### config.mk
export PLATFORM = sky130hd
export DESIGN_NAME = rs_latch_sequencer
export DESIGN_NICKNAME = d
export VERILOG_FILES = /design/src/rtl/rs_latch_sequencer.sv
export SDC_FILE = /design/constraint.sdc
export NUM_CORES = 1
export LEC_CHECK = 0
export ABC_AREA = 1
export BUFFER_PORTS_ARGS = -buffer_cell sky130_fd_sc_hd__buf_2
export CAP_MARGIN = 20
export CORE_ASPECT_RATIO = 0.9
export CORE_MARGIN = 2
export CORE_UTILIZATION = 30
export CTS_CLUSTER_SIZE = 24
export DETAILED_ROUTE_END_ITERATION = 12
export GPL_TIMING_DRIVEN = 0
export PLACE_DENSITY_LB_ADDON = 0.15
export REMOVE_ABC_BUFFERS = 1
export SYNTH_ARGS = -nofsm -noshare
export SYNTH_HDL_FRONTEND = slang
export SYNTH_SLANG_ARGS = --single-unit
### constraint.sdc
create_clock -name clk -period 2.7 [get_ports clk]
set_input_delay 0 -clock clk [delete_from_list [all_inputs] [get_ports clk]]
set_output_delay 0 -clock clk [all_outputs]
set_load 0.02 [all_outputs]
### src/rtl/rs_latch_sequencer.sv
// rs_latch_sequencer: shares one asynchronous RS latch between NREQ
// requesters. Level set/clear requests become clocked, non-overlapping
// set/reset pulses. Each pulse is followed by a settle window and then a
// check of the latch feedback. A power-up clear sequence forces the latch
// into a known state before any request is granted.
module rs_latch_sequencer #(
    parameter int NREQ     = 4,
    parameter int PULSE_W  = 2,
    parameter int SETTLE_W = 2
) (
    input  logic            clk,
    input  logic            rst_n,
    input  logic [NREQ-1:0] set_req,
    input  logic [NREQ-1:0] clr_req,
    input  logic            q,
    input  logic            q_bar,
    output logic            latch_set,
    output logic            latch_reset,
    output logic [NREQ-1:0] ack,
    output logic            busy,
    output logic            fault
);

    localparam int MAX_W = (PULSE_W > SETTLE_W) ? PULSE_W : SETTLE_W;
    localparam int CW    = $clog2(MAX_W + 1);
    localparam int PW    = $clog2(NREQ);

    localparam logic [CW-1:0] PULSE_LOAD  = CW'(PULSE_W - 1);
    localparam logic [CW-1:0] SETTLE_LOAD = CW'(SETTLE_W - 1);

    typedef enum logic [2:0] {
        RST, INIT_P, INIT_S, INIT_C, IDLE, PULSE, SETTLE, CHECK
    } state_t;

    state_t          state;
    state_t          state_nxt;
    logic [CW-1:0]   cnt;
    logic            cnt_done;
    logic [PW-1:0]   ptr;
    logic [PW-1:0]   gnt;
    logic            op_clr;

    logic            found;
    logic [PW-1:0]   sel;
    logic            sel_clr;

    logic            op_nxt;
    logic [PW-1:0]   gnt_nxt;
    logic            set_nxt;
    logic            reset_nxt;
    logic [NREQ-1:0] ack_nxt;
    logic            busy_nxt;
    logic            fault_nxt;

    // Index base+k wrapped modulo NREQ (k is always below NREQ).
    function automatic logic [PW-1:0] wrap_idx(input logic [PW-1:0] base, input int k);
        int s;
        s = int'(base) + k;
        if (s >= NREQ) s = s - NREQ;
        return PW'(s);
    endfunction

    // True when the feedback pair does not show the expected q value,
    // which also covers the illegal q == q_bar case.
    function automatic logic check_mismatch(input logic exp_q, input logic fq, input logic fqb);
        return (fq != exp_q) || (fqb == exp_q);
    endfunction

    assign cnt_done = (cnt == '0);

    // Round-robin search for the first active requester starting at ptr.
    always_comb begin
        found   = 1'b0;
        sel     = ptr;
        sel_clr = 1'b0;
        for (int k = 0; k < NREQ; k++) begin
            if (!found && (set_req[wrap_idx(ptr, k)] || clr_req[wrap_idx(ptr, k)])) begin
                found   = 1'b1;
                sel     = wrap_idx(ptr, k);
                sel_clr = clr_req[wrap_idx(ptr, k)];
            end
        end
    end

    // State register and the per-state dwell counter, reloaded on every entry.
    always_ff @(posedge clk or negedge rst_n) begin
        if (!rst_n) begin
            state <= RST;
            cnt   <= '0;
        end else begin
            state <= state_nxt;
            if (state_nxt != state) begin
                case (state_nxt)
                    INIT_P, PULSE:  cnt <= PULSE_LOAD;
                    INIT_S, SETTLE: cnt <= SETTLE_LOAD;
                    default:        cnt <= '0;
                endcase
            end else if (!cnt_done) begin
                cnt <= cnt - 1'b1;
            end
        end
    end

    // Next-state logic.
    always_comb begin
        state_nxt = state;
        case (state)
            RST:     state_nxt = INIT_P;
            INIT_P:  if (cnt_done) state_nxt = INIT_S;
            INIT_S:  if (cnt_done) state_nxt = INIT_C;
            INIT_C:  state_nxt = IDLE;
            IDLE:    if (found) state_nxt = PULSE;
            PULSE:   if (cnt_done) state_nxt = SETTLE;
            SETTLE:  if (cnt_done) state_nxt = CHECK;
            CHECK:   state_nxt = IDLE;
            default: state_nxt = RST;
        endcase
    end

    // Capture the granted index and op; later request changes are ignored.
    always_ff @(posedge clk or negedge rst_n) begin
        if (!rst_n) begin
            ptr    <= '0;
            gnt    <= '0;
            op_clr <= 1'b0;
        end else if (state == IDLE && found) begin
            ptr    <= wrap_idx(sel, 1);
            gnt    <= sel;
            op_clr <= sel_clr;
        end
    end

    // Output decode from the upcoming state so registered outputs line up
    // with the state they belong to. Set and reset are mutually exclusive.
    always_comb begin
        op_nxt    = (state == IDLE) ? sel_clr : op_clr;
        gnt_nxt   = (state == IDLE) ? sel : gnt;
        set_nxt   = (state_nxt == PULSE) && !op_nxt;
        reset_nxt = (state_nxt == INIT_P) || ((state_nxt == PULSE) && op_nxt);
        ack_nxt   = '0;
        if (state_nxt == CHECK) ack_nxt[gnt_nxt] = 1'b1;
        busy_nxt  = (state_nxt != IDLE);
        fault_nxt = fault;
        if (state_nxt == INIT_C && check_mismatch(1'b0, q, q_bar)) fault_nxt = 1'b1;
        if (state_nxt == CHECK && check_mismatch(!op_nxt, q, q_bar)) fault_nxt = 1'b1;
    end

    // Output registers; reset drops the latch drive and ack immediately.
    always_ff @(posedge clk or negedge rst_n) begin
        if (!rst_n) begin
            latch_set   <= 1'b0;
            latch_reset <= 1'b0;
            ack         <= '0;
            busy        <= 1'b0;
            fault       <= 1'b0;
        end else begin
            latch_set   <= set_nxt;
            latch_reset <= reset_nxt;
            ack         <= ack_nxt;
            busy        <= busy_nxt;
            fault       <= fault_nxt;
        end
    end

endmodule

### After elaboration in Yosys (flattened, before gate mapping)

Index checks and enable logic that the tools add are counted.

* register bits after elaboration: 18
* input port bits: 12
* output and inout bits: 8
* word-level logic and storage cells: 140

* add/sub/neg operators: 10
* order comparisons: 15
* eq/ne operators: 18
* mux-type cells: 61
* bitwise gates (word level): 1
* reductions and logical operators: 25

Operator list (count)
* 2-bit 2-to-1 mux: 16
* 2-bit by 3-bit less-than comparator with 1-bit output, second input constant: 9
* 1-bit 2-to-1 mux: 25
* 1-bit binary-select mux with 2-bit select: 12
* 3-bit == test, second input constant: 7
* 3-bit case mux with 7 select lines: 1
* 3-bit 2-to-1 mux: 5
* 3-bit by 2-bit == test with 1-bit output, second input constant: 4
* 3-bit >= comparator, second input constant: 4
* 2-bit by 1-bit subtractor with 2-bit output, second input constant: 6
* 1-bit logical AND: 9
* 1-bit logical OR: 7
* 2-bit by 1-bit adder with 3-bit output, second input constant: 2
* 2-bit by 2-bit adder with 3-bit output, second input constant: 2
* 3-bit by 1-bit == test with 1-bit output, second input constant: 2
* 1-bit logical NOT: 4
* 4-bit 2-to-1 mux: 1
* 4-bit OR reduction: 1
* 2-bit by 3-bit >= comparator with 1-bit output, second input constant: 1
* 3-bit logical NOT: 1
* 3-bit inequality test: 1
* 3-bit inequality test, second input constant: 1
* 1-bit demux with 2-bit select: 1
* 2-bit by 1-bit >= comparator with 1-bit output, second input constant: 1
* other kinds (7): 7

### Longest topological paths before layout

Gate-level depths: netlist (run 1).

* depth after elaboration: 24
* gate-level depth with buffers: 17
* gate-level depth less buffers: 15

### Least setup slack after synthesis (run 1)

Ideal clock, no wire load.

* kind: register -> register
* from: register ptr[0]
* to: register ack[0]
* library setup time: 77 ps
* data arrival time: 1887 ps
* slack: 735 ps
* stages on the path, launching flop included: 18
* buffers on the path: 2
* path through: dfrtp_1 buf_6 inv_4 buf_8 nand2_1 nand2_1 nand2_1 nand2_1 inv_1 nand2_2 nand3b_1 nand2_2 nand2_1 ha_1 inv_1 nor2_1 nand3_1 a21oi_1

RTL lines
* from (decl): line 39 `logic [PW-1:0] ptr;`
* from (signal assigned): line 127 `ptr <= wrap_idx(sel, 1);`
* parallel branches: the longest is 14 deep, another holds 2-bit by 1-bit adder with 3-bit output
* 1-bit 2-to-1 mux (*): line 77 `if (!found && (set_req[wrap_idx(ptr, k)] || clr_req[wrap_idx(ptr, k)])) begin`
* 3-bit 2-to-1 mux (*): line 112 `IDLE: if (found) state_nxt = PULSE;`
* 3-bit case mux with 7 select lines (*): line 107 `case (state)`
* via state_nxt[0]: line 36 `state_t state_nxt;`
* 3-bit == test (*): line 141 `if (state_nxt == CHECK) ack_nxt[gnt_nxt] = 1'b1;`
* 4-bit 2-to-1 mux (*): line 141
* via ack_nxt[0]: line 51 `logic [NREQ-1:0] ack_nxt;`
* to (signal assigned): line 159 `ack <= ack_nxt;`
* to (decl): line 19 `output logic [NREQ-1:0] ack,`

Mark *: on every way through the listed nets, which the timed path passes. The select of a mux whose other input is x is not followed.
A chain may end at the register's enable or synchronous reset.

### Final worst setup path (run 1)

Same ends and word-level chain as after synthesis.

==> results.ini, run 1 <==
[outcome]
outcome=completed

[critical_path]
endpoint_kind=register
rr_startpoint=ptr[0]
reg2reg_slack_ps=290
setup.worst_path.class=reg -> reg
arrival_ps=2580
crit_path_max_fanout=17
r2r_cells=15
r2r-end=ack[0]
cp-endpoint=ack[0]
worstPathRequired_ps=2880
startpoint=ptr[0]
cp-start-kind=register

[logic_synthesis]
yosys.area_share.simple_pct=44.8
synth_seq_cells=18
ys_types=27
seq_area_frac_synth_pct=31.9
synth_fa_ha_area_share_pct=3.55
yosysWarnings=0
muxShareOfSynthArea_pct=0
synth_compound_area_share_pct=5.94
syn_inst=213
yosys.area_share.xor_xnor_pct=0.621
synth_top_family_by_area=simple AND/OR/NAND/NOR gates
syn_area_sq_mm=0.00141
syn_area_per_cell_sq_um=6.62

[die]
start_util_pct=31.4
die_area_sq_mm=0.00527
core_sq_mm=0.00449
ios=20
die-width_microns=76.3
num_rows=23
die_y_microns=69.0

[power_and_ir_drop]
power_density_mw_per_mm2=1270
ir_drop_v=0.000281
totalPowerFinal_uw=2040
power.leakage_uw=0.000929

[layout]
final_common_cell=nand2_1
final_cell_mix=79 x nand2_1, 30 x inv_1, 19 x nand3_1, 19 x buf_2, 17 x dfrtp_1
n_antenna_cell=0
fin_util_pct=35.6
drive_gt1_share_pct=21.9
area_growth_syn_to_layout_pct=13.5
postLayoutCellArea_sq_mm=0.00160
nets=250
nFillCells=503

[clock_network]
cts.path.max_buffers=2
clk_latency_ps=260
htree_levels=1
cts_buffers=3
cts_tree=yes
clock-sinks=18
root_buffer=clkbuf_8
cts.reportedPaths.clkPinSlew_ps=70

[global_routing]
gr-total-overflow=0
antenna_found_initial=0
grtUsageTotal_pct=11.1
grt_pass1_wl_mm=4.82
grt_max_degree=19
grt_pass1_vias=1063

[run]
maxCapViolCount=0

[placement]
io_buffer_count=19
pre_cts_slack_ps=108
finalWeightedCongestion=0.764
placed_cell_area_sq_mm=0.00153
dp.final_hpwl_mm=2.13

[timing]
hold_viol=0
tns_ps=0
clock.fmax_ghz=0.416
post-route-period-util_pct=89.1
rsz0062_at_grt=false
max-slew-margin-rel_pct=71.6
worst_slew_pin_slew_ps=424
setup_viol=0
finalMaxSlewViolations=0
setup_slack_ps=294
clock_skew_ps=5.10
fin_crit_ps=2410

[routing]
drtPass1Iterations=4
vias=1235
post_drt_via_cell_ratio=4.19
ant_nets=0
drc=0
drtIter0Drc=83
wire_per_inst_microns=9.36
finalWirelength_mm=2.76

[hold_path]
holdCritStartpoint=q_bar
hp-class=in -> reg

==> registers in the layout, indices dropped and copies added, names as in the netlist <==
name         cells
fault            1
busy             1
ptr              2
gnt              2
latch_reset      1
state            3
ack              4
op_clr           1
cnt              2
latch_set        1
==> metal layers <==
metal	vias to the layer above	share of wire, %	GRT usage [%]
met1	518	59	17.6
met3	2	3.8	2.62
met2	21	37	15.0
met5	-	0	0
li1	694	-	-
met4	0	0.54	2.42
==> worst min path at each step <==
| stage | end | slack [ps] | depth (start not counted) |
|---|---|---|---|
| final | fault | 70 | 5 |
| after global routing | fault | 90 | 5 |
| after CTS | fault | 60 | 5 |
| after detailed placement | ack[1] | -40 | 1 |
| after global placement | ack[0] | -40 | 1 |
| after floorplan | ack[0] | -300 | 0 |
==> through the flow <==
| step | hold slack (ps) | std cells |
|---|---|---|
| final | 65.9 | 295 |
| after global placement | -38.9 | 290 |
| after floorplan | -296 | 209 |
| after CTS | 60.6 | 295 |
| after detailed placement | -36.1 | 290 |
| after global routing | 90.0 | 295 |
==> worst max-delay path: stages, from the launching register on <==
cell      delay (ps)
dfrtp_2          570
inv_4            160
nand2_1           90
nand2_1          120
nand2_1           90
nand2_1           60
nand2_2          140
nor2_8            50
nand3b_1          90
nand2_2          120
nand2_1          180
ha_1             170
inv_1             50
nor2_1           180
nand3_1          140
a21oi_1          150
==> layout make-up <==
| type | count | area (sq um) | share of cell area [%] |
|---|---|---|---|
| Sequential cell | 18 | 452 | 28.2 |
| Multi-Input combinational cell | 156 | 774 | 48.4 |
| Clock buffer | 4 | 55.1 | 3.44 |
| Tap cell | 62 | 77.6 | 4.85 |
| Timing Repair Buffer | 20 | 105 | 6.57 |
| Inverter | 35 | 136 | 8.52 |
==> logic make-up (layout without fill, tap and decap cells) <==
logic type | count (synthesis) | after routing
AO/OA/AOI/OAI | 14 | 14
AND/OR/NAND/NOR | 137 | 137
flip-flops | 18 | 18
buffers and inverters | 39 | 59
XOR/XNOR | 1 | 1
adder cells (fa/ha/maj) | 4 | 4
==> power by group <==
group | total (uW) | switching [uW] | leakage, uW | internal (uW)
sequential | 479 | 102 | 0.000216 | 377
combinational | 1340 | 890 | 0.000684 | 448
clock | 220 | 90.8 | 0.0000288 | 130
total | 2040 | 1080 | 0.000929 | 954
==> cell usage after synthesis <==
library cell	number	area, sq um
nor2_8	1	20.0
o21ai_1	2	10.0
nand4_1	2	12.5
o21ai_2	2	17.5
o21ai_0	2	10.0
o211ai_1	1	7.51
nor2_2	1	6.26
nand3_2	3	30.0
ha_1	4	50.1
buf_6	3	33.8
buf_8	1	15.0
nand2_4	1	11.3
or2_2	1	6.26
nor2_1	14	52.6
a21boi_0	1	7.51
nor3_1	1	5.00
nand2_1	79	297
xnor2_1	1	8.76
nand3_1	19	95.1
inv_2	3	11.3
dfrtp_1	18	450
a21oi_1	5	25.0
inv_1	30	113
nand3b_1	2	15.0
inv_4	2	12.5
a31oi_1	1	6.26
nand2_2	13	81.3
==> repair_timing <==
item	4_1_cts	5_1_grt
resized for setup	0	1
setup endpoints to repair	0	5
setup buffers	0	0
hold buffers	1	0
endpoints found under the hold margin	18	0
Power figures use the tool's default switching activity.
==> run 2, diff against run 1 <==
- CORE_ASPECT_RATIO: 0.9 -> 0.75
- TNS_END_PERCENT: unset -> 20
==> results.ini, run 2 (same netlist as run 1, synthesis figures left out) <==
[layout]
final_cell_mix=79 x nand2_1, 30 x inv_1, 19 x nand3_1, 19 x buf_2, 17 x dfrtp_1
largest_reg_flops=4  ; unchanged
fin_util_pct=35.6  ; -0.058 points
area_growth_syn_to_layout_pct=13.4  ; about the same
reg_top3=ack (4), state (3)
drive_gt1_share_pct=22.3  ; +0.43 points
final_common_cell=nand2_1
nets=250  ; unchanged
n_antenna_cell=0  ; unchanged
regMostFlops=ack

[critical_path]
cp-start-kind=register
startpoint=ptr[0]
max_stage_delay_ps=580  ; about the same
cp_top_family=simple AND/OR/NAND/NOR gates
crit_path_max_fanout=17  ; unchanged
crit_top_cell=nand2_1
reg2reg_slack_ps=250  ; -50 ps
r2r_cells=15  ; unchanged
rr_startpoint=ptr[0]
r2r-end=ack[2]
path_cells=inv_4, nand2_1, nand2_2, nand2_1, nand2_1, nand2_2, nor2_8, nand3b_1, nand2_2, nand2_1, ha_1, inv_1, nor2_2, nand3_1, nor2_1
arrival_ps=2590  ; about the same
worstPathRequired_ps=2830  ; -50 ps
endpoint_kind=register
critical_path_buf_inv_count=2  ; unchanged
setup.worst_path.class=reg -> reg
slowest_stage=dfrtp_4

[run]
maxCapViolCount=0  ; unchanged

[placement]
finalWeightedCongestion=0.739  ; -3.3%
dp.final_hpwl_mm=2.21  ; +4.1%
pre_cts_slack_ps=-6.72  ; -115 ps
io_buffer_count=19  ; unchanged

[timing]
clock.fmax_ghz=0.408  ; -1.9%
post-route-period-util_pct=90.9  ; +1.8 points
rsz0062_at_grt=false
finalMaxSlewViolations=0  ; unchanged
worst_slew_pin_slew_ps=469  ; +45.0 ps
setup_viol=0  ; unchanged
clock_skew_ps=7.51  ; +2.41 ps
max-slew-margin-rel_pct=68.6  ; -3.0 points
fin_crit_ps=2450  ; +47.4 ps
setup_slack_ps=246  ; -47.4 ps
hold_viol=0  ; unchanged

[power_and_ir_drop]
power.leakage_uw=0.000928  ; about the same
power_density_mw_per_mm2=1280  ; +0.78%
seqPwrFrac_pct=23.6  ; about the same
sw_frac_of_total_pct=53.1  ; about the same
p_int_uw=961  ; +0.79%
totalPowerFinal_uw=2050  ; +0.70%
ir_drop_v=0.000372  ; +32%
power.share.clock_pct=10.5  ; -0.3 points
pwr-share-comb_pct=65.9  ; +0.2 points
switching_power_uw=1090  ; +0.62%

[global_routing]
grt_pass1_vias=1121  ; +5.5%
antenna_found_initial=0  ; unchanged
grt_max_degree=19  ; unchanged
grtUsageTotal_pct=11.6  ; +0.45 points
grt_pass1_wl_mm=5.09  ; +5.6%
gr-total-overflow=0  ; unchanged
grt_util_met3_pct=3.67  ; +1.1 points
grt-busiest-layer=met1
use_met2_pct=15.9  ; +0.88 points
met1_usage_pct=18.2  ; +0.61 points

[clock_network]
htree_levels=1  ; unchanged
cts_tree=yes
cts.path.max_buffers=2  ; unchanged
cts.reportedPaths.clkPinSlew_ps=70  ; about the same
clk_latency_ps=250  ; about the same
post_cts_buffers=0  ; unchanged
cts_buffers=3  ; unchanged
clock-sinks=18  ; unchanged
root_buffer=clkbuf_8

[routing]
drtPass1Iterations=4  ; unchanged
drtIter0Drc=65  ; -22%
vias=1239  ; +0.32%
finalWirelength_mm=2.86  ; +3.5%
ant_nets=0  ; unchanged
post_drt_via_cell_ratio=4.27  ; +2.1%
drc=0  ; unchanged
wire_per_inst_microns=9.86  ; +5.3%

[die]
start_util_pct=31.4  ; about the same
die-width_microns=83.2  ; +9.0%
ios=20  ; unchanged
die_area_sq_mm=0.00527  ; about the same
die_y_microns=63.4  ; -8.2%
num_rows=21  ; -8.7%
core_sq_mm=0.00449  ; about the same

[outcome]
outcome=completed

[hold_path]
hold-path-cell-count=5  ; unchanged
hp-class=in -> reg
min_to=fault
holdCritStartpoint=q_bar

==> run 2: cell counts in the layout (fill, tap and decap cells not counted) <==
No cell type changed its count.
==> run 2: how the worst max path moves through the flow <==
stage | endpoint | slack, ps | depth (start not counted)
2_1_floorplan | ack[0] | 570 | 15
3_3_place_gp | ack[0] | -40 | 15
3_5_place_dp | ack[0] | -7 | 15
4_1_cts | ack[0] | 200 | 15
5_1_grt | ack[2] | 6 | 15
6_report | ack[2] | 250 | 15
==> run 2: worst reg2reg max path, stage by stage, from the launching register on <==
cell and delay, ps:
dfrtp_4 580, inv_4 220, nand2_1 100, nand2_2 150, nand2_1 90, nand2_1 90
nand2_2 110, nor2_8 120, nand3b_1 90, nand2_2 140, nand2_1 150, ha_1 210
inv_1 70, nor2_2 60, nand3_1 120, nor2_1 60
==> run 2: repair_timing <==
item,4_1_cts,5_1_grt
setup endpoints to repair,3,4
hold buffers,1,0
hold endpoints to repair,18,0
gates resized for setup,1,2
==> run 2: layout make-up <==
class	instances	area, sq um
Fill cell	484	2890
Multi-Input combinational cell	156	777
Sequential cell	18	454
Inverter	35	136
Timing Repair Buffer	20	105
Tap cell	57	71.3
Clock buffer	4	55.1
==> run 2: stage by stage <==
| stage | hold slack [ps] | instance area [sq um] | TNS, ps | cells |
|---|---|---|---|---|
| floorplan | -296 | 1360 | 0 | 209 |
| global placement | -36.4 | 1530 | -66.3 | 285 |
| detailed placement | -30.2 | 1530 | -12.3 | 285 |
| CTS | 75.9 | 1590 | 0 | 290 |
| global route | 109 | 1600 | 0 | 290 |
| finish | 76.4 | 1600 | 0 | 290 |
==> run 2: per-layer routing <==
metal | part of all wire [%] | vias up
li1 | - | 694
met2 | 38 | 23
met3 | 5.2 | 0
met5 | 0 | -
met1 | 57 | 522
met4 | 0 | 0
==> run 2: power groups by stage <==
| stage | sequential [uW] | clock (uW) | combinational [uW] |
|---|---|---|---|
| after global routing | 502 | 241 | 1580 |
| final | 484 | 215 | 1350 |
| after global placement | 485 | 0 | 1350 |
| after CTS | 480 | 225 | 1360 |
| after detailed placement | 482 | 0 | 1340 |
| after floorplan | 503 | 0 | 1040 |
==> run 3, diff against run 2 <==
- ABC_AREA: 1 -> unset
- CORE_MARGIN: 2 -> 1.5
==> results.ini, run 3 <==
[timing]
rsz0062_at_grt=true
whs_ps=138  ; +62.0 ps
setup_viol=1  ; +1
max-slew-margin-rel_pct=62.5  ; -6.1 points
setup_slack_ps=-108  ; -354 ps
post-route-period-util_pct=104  ; +13 points
clock.fmax_ghz=0.356  ; -13%
worst_slew_pin_slew_ps=563  ; +93.7 ps
clock_skew_ps=0.790  ; -6.72 ps
hold_viol=0  ; unchanged
fin_crit_ps=2810  ; +354 ps
finalMaxSlewViolations=0  ; unchanged

[die]
core_sq_mm=0.00408  ; -9.2%
start_util_pct=31.5  ; +0.088 points
die_y_microns=59.7  ; -5.9%
num_rows=20  ; -4.8%
die_area_sq_mm=0.00468  ; -11%
ios=20  ; unchanged
die-width_microns=78.5  ; -5.6%

[critical_path]
arrival_ps=2980  ; +390 ps
cp-endpoint=cnt[0]
cp-start-kind=register
reg2reg_slack_ps=-110  ; -350 ps
r2r_cells=10  ; -5
rr_startpoint=ptr[1]
setup.worst_path.class=reg -> reg
r2r-end=cnt[0]
slowest_stage=or4_4
path_cells=buf_4, mux4_2, or4_4, nor4_4, and2b_2, ha_4, nand2_1, o31ai_1, a32o_1, a211oi_2
crit_path_max_fanout=7  ; -10
worstPathRequired_ps=2870  ; +40 ps
endpoint_kind=register
startpoint=ptr[1]
max_stage_delay_ps=580  ; about the same

[logic_synthesis]
async_flop_share_pct=100  ; unchanged
synth.top_cell.area_share_pct=35.1  ; +3.1 points
ys_top_cells_by_area=dfrtp_1 35%, mux4_1 4.1%, ha_1 3.9%, mux2i_1 3.9%, a21oi_1 3.5%
synth_seq_cells=18  ; unchanged
synth_top_area_cell=dfrtp_1
yosysWarnings=0  ; unchanged
syn_area_per_cell_sq_um=9.58  ; +45%
ys_top_cells_by_count=18 x dfrtp_1, 12 x nor2_1, 10 x nand2_1, 9 x a21oi_1, 8 x inv_1
syn_area_sq_mm=0.00128  ; -9.0%
seq_area_frac_synth_pct=35.1  ; +3.1 points
synth.most_common_cell=dfrtp_1
syn_inst=134  ; -37%
synth_edf_count=0  ; unchanged
ys.flop_type=dfrtp_1
ys_types=45  ; +67%

[run]
maxCapViolCount=0  ; unchanged

[routing]
finalWirelength_mm=2.96  ; +3.5%
drtIter0Drc=41  ; -37%
ant_nets=0  ; unchanged
vias=1097  ; -11%
dr_wl_met3_microns=99  ; -34%
drtPass1Iterations=4  ; unchanged
post_drt_via_cell_ratio=5.15  ; +21%
dr_wl_met2_mm=1.35  ; +25%
routed.top_layer=met3
drc=0  ; unchanged
wire_per_inst_microns=13.9  ; +41%
drt-met1-wl_mm=1.51  ; -7.2%

[layout]
nets=175  ; -30%
final_common_cell=buf_2
largest_reg_flops=4  ; unchanged
drive_gt1_share_pct=32.3  ; +10 points
n_antenna_cell=0  ; unchanged
postLayoutCellArea_sq_mm=0.00157  ; -2.0%
final_cell_mix=19 x buf_2, 16 x dfrtp_1, 12 x nor2_1
regMostFlops=ack
reg_top3=ack (4), state (3)
area_growth_syn_to_layout_pct=22.1

[global_routing]
grt_max_degree=19  ; unchanged
grt_pass1_vias=1104  ; -1.5%
gr-total-overflow=0  ; unchanged
grt_pass1_wl_mm=4.98  ; -2.2%
grtUsageTotal_pct=13.9  ; +2.3 points
antenna_found_initial=0  ; unchanged

[placement]
placed_cell_area_sq_mm=0.00141  ; -7.6%
io_buffer_count=19  ; unchanged
dp.final_hpwl_mm=2.19  ; -1.0%
finalWeightedCongestion=0.817  ; +11%

[clock_network]
clock-sinks=18  ; unchanged
cts.reportedPaths.clkPinSlew_ps=70  ; about the same
cts_tree=yes
clk_latency_ps=250  ; about the same
cts.path.max_buffers=2  ; unchanged
htree_levels=1  ; unchanged
cts_buffers=3  ; unchanged
root_buffer=clkbuf_8

[outcome]
outcome=finished with violations
violations=setup timing

[hold_path]
hp-class=in -> reg

[power_and_ir_drop]
power_density_mw_per_mm2=1240  ; -3.6%
ir_drop_v=0.000500  ; +34%
power.leakage_uw=0.000685  ; -26%

run 3: worst min path at each step:
stage / start / end / slack, ps / depth (start not counted)
6_report: q_bar / fault / 140 / 4
5_1_grt: q_bar / fault / 140 / 4
4_1_cts: q_bar / fault / 130 / 4
3_5_place_dp: rst_n / fault / -50 / 1
3_3_place_gp: rst_n / fault / -40 / 1
2_1_floorplan: rst_n / ack[0] / -300 / 0
run 3: routing by layer:
metal | vias up | track usage, %
met3 | 0 | 4.12
met4 | 0 | 2.04
li1 | 539 | -
met2 | 14 | 23.0
met5 | - | 0
met1 | 544 | 18.5
run 3: layout make-up:
class	count	area, sq um
Sequential cell	18	455
Fill cell	420	2510
Clock buffer	4	55.1
Multi-Input combinational cell	101	801
Timing Repair Buffer	27	158
Tap cell	55	68.8
Inverter	8	30.0
run 3: per-stage QoR:
stage	setup WS [ps]	utilization (%)	std cells	TNS, ps	total power (uW)
after global routing	-233	38.4	213	-300	2100
final	-108	38.4	213	-108	1940
after floorplan	-529	-	127	-1250	1300
after CTS	-113	38.1	213	-113	1930
after detailed placement	-902	34.6	201	-4630	1540
after global placement	-856	34.6	201	-4090	1510
run 3: worst max-delay path, delay by kind of cell, from the launching register on:
kind,cells,cell delay (ps)
AND/OR/NAND/NOR,4,1090
adder cells (fa/ha/maj),1,230
buffers and inverters,1,160
multiplexers,1,300
AO/OA/AOI/OAI,3,420
flip-flops,1,530
run 3: cell families after synthesis:
logic type	count (synthesis)	synth area share [%]
DFF	18	35.1
and+or+nand+nor	47	20.3
adders and majority gates	4	3.90
xor gates and xnor gates	3	2.05
buffers and inverters	15	5.17
AOI/OAI and AO/OA	34	18.5
muxes	13	15.0
run 3: repair_timing:
| action | 4_1_cts | 5_1_grt |
|---|---|---|
| hold endpoints to repair | 18 | 0 |
| gates resized for setup | 9 | 4 |
| buffers inserted | 7 | 0 |
| pin swaps | 1 | 0 |
| hold buffers | 1 | 0 |
| setup endpoints to repair | 14 | 6 |
run 3: where the power goes:
part / switching (uW) / total [uW] / internal (uW)
clock: 90.9 / 220 / 130
sequential: 101 / 490 / 388
combinational: 649 / 1230 / 579
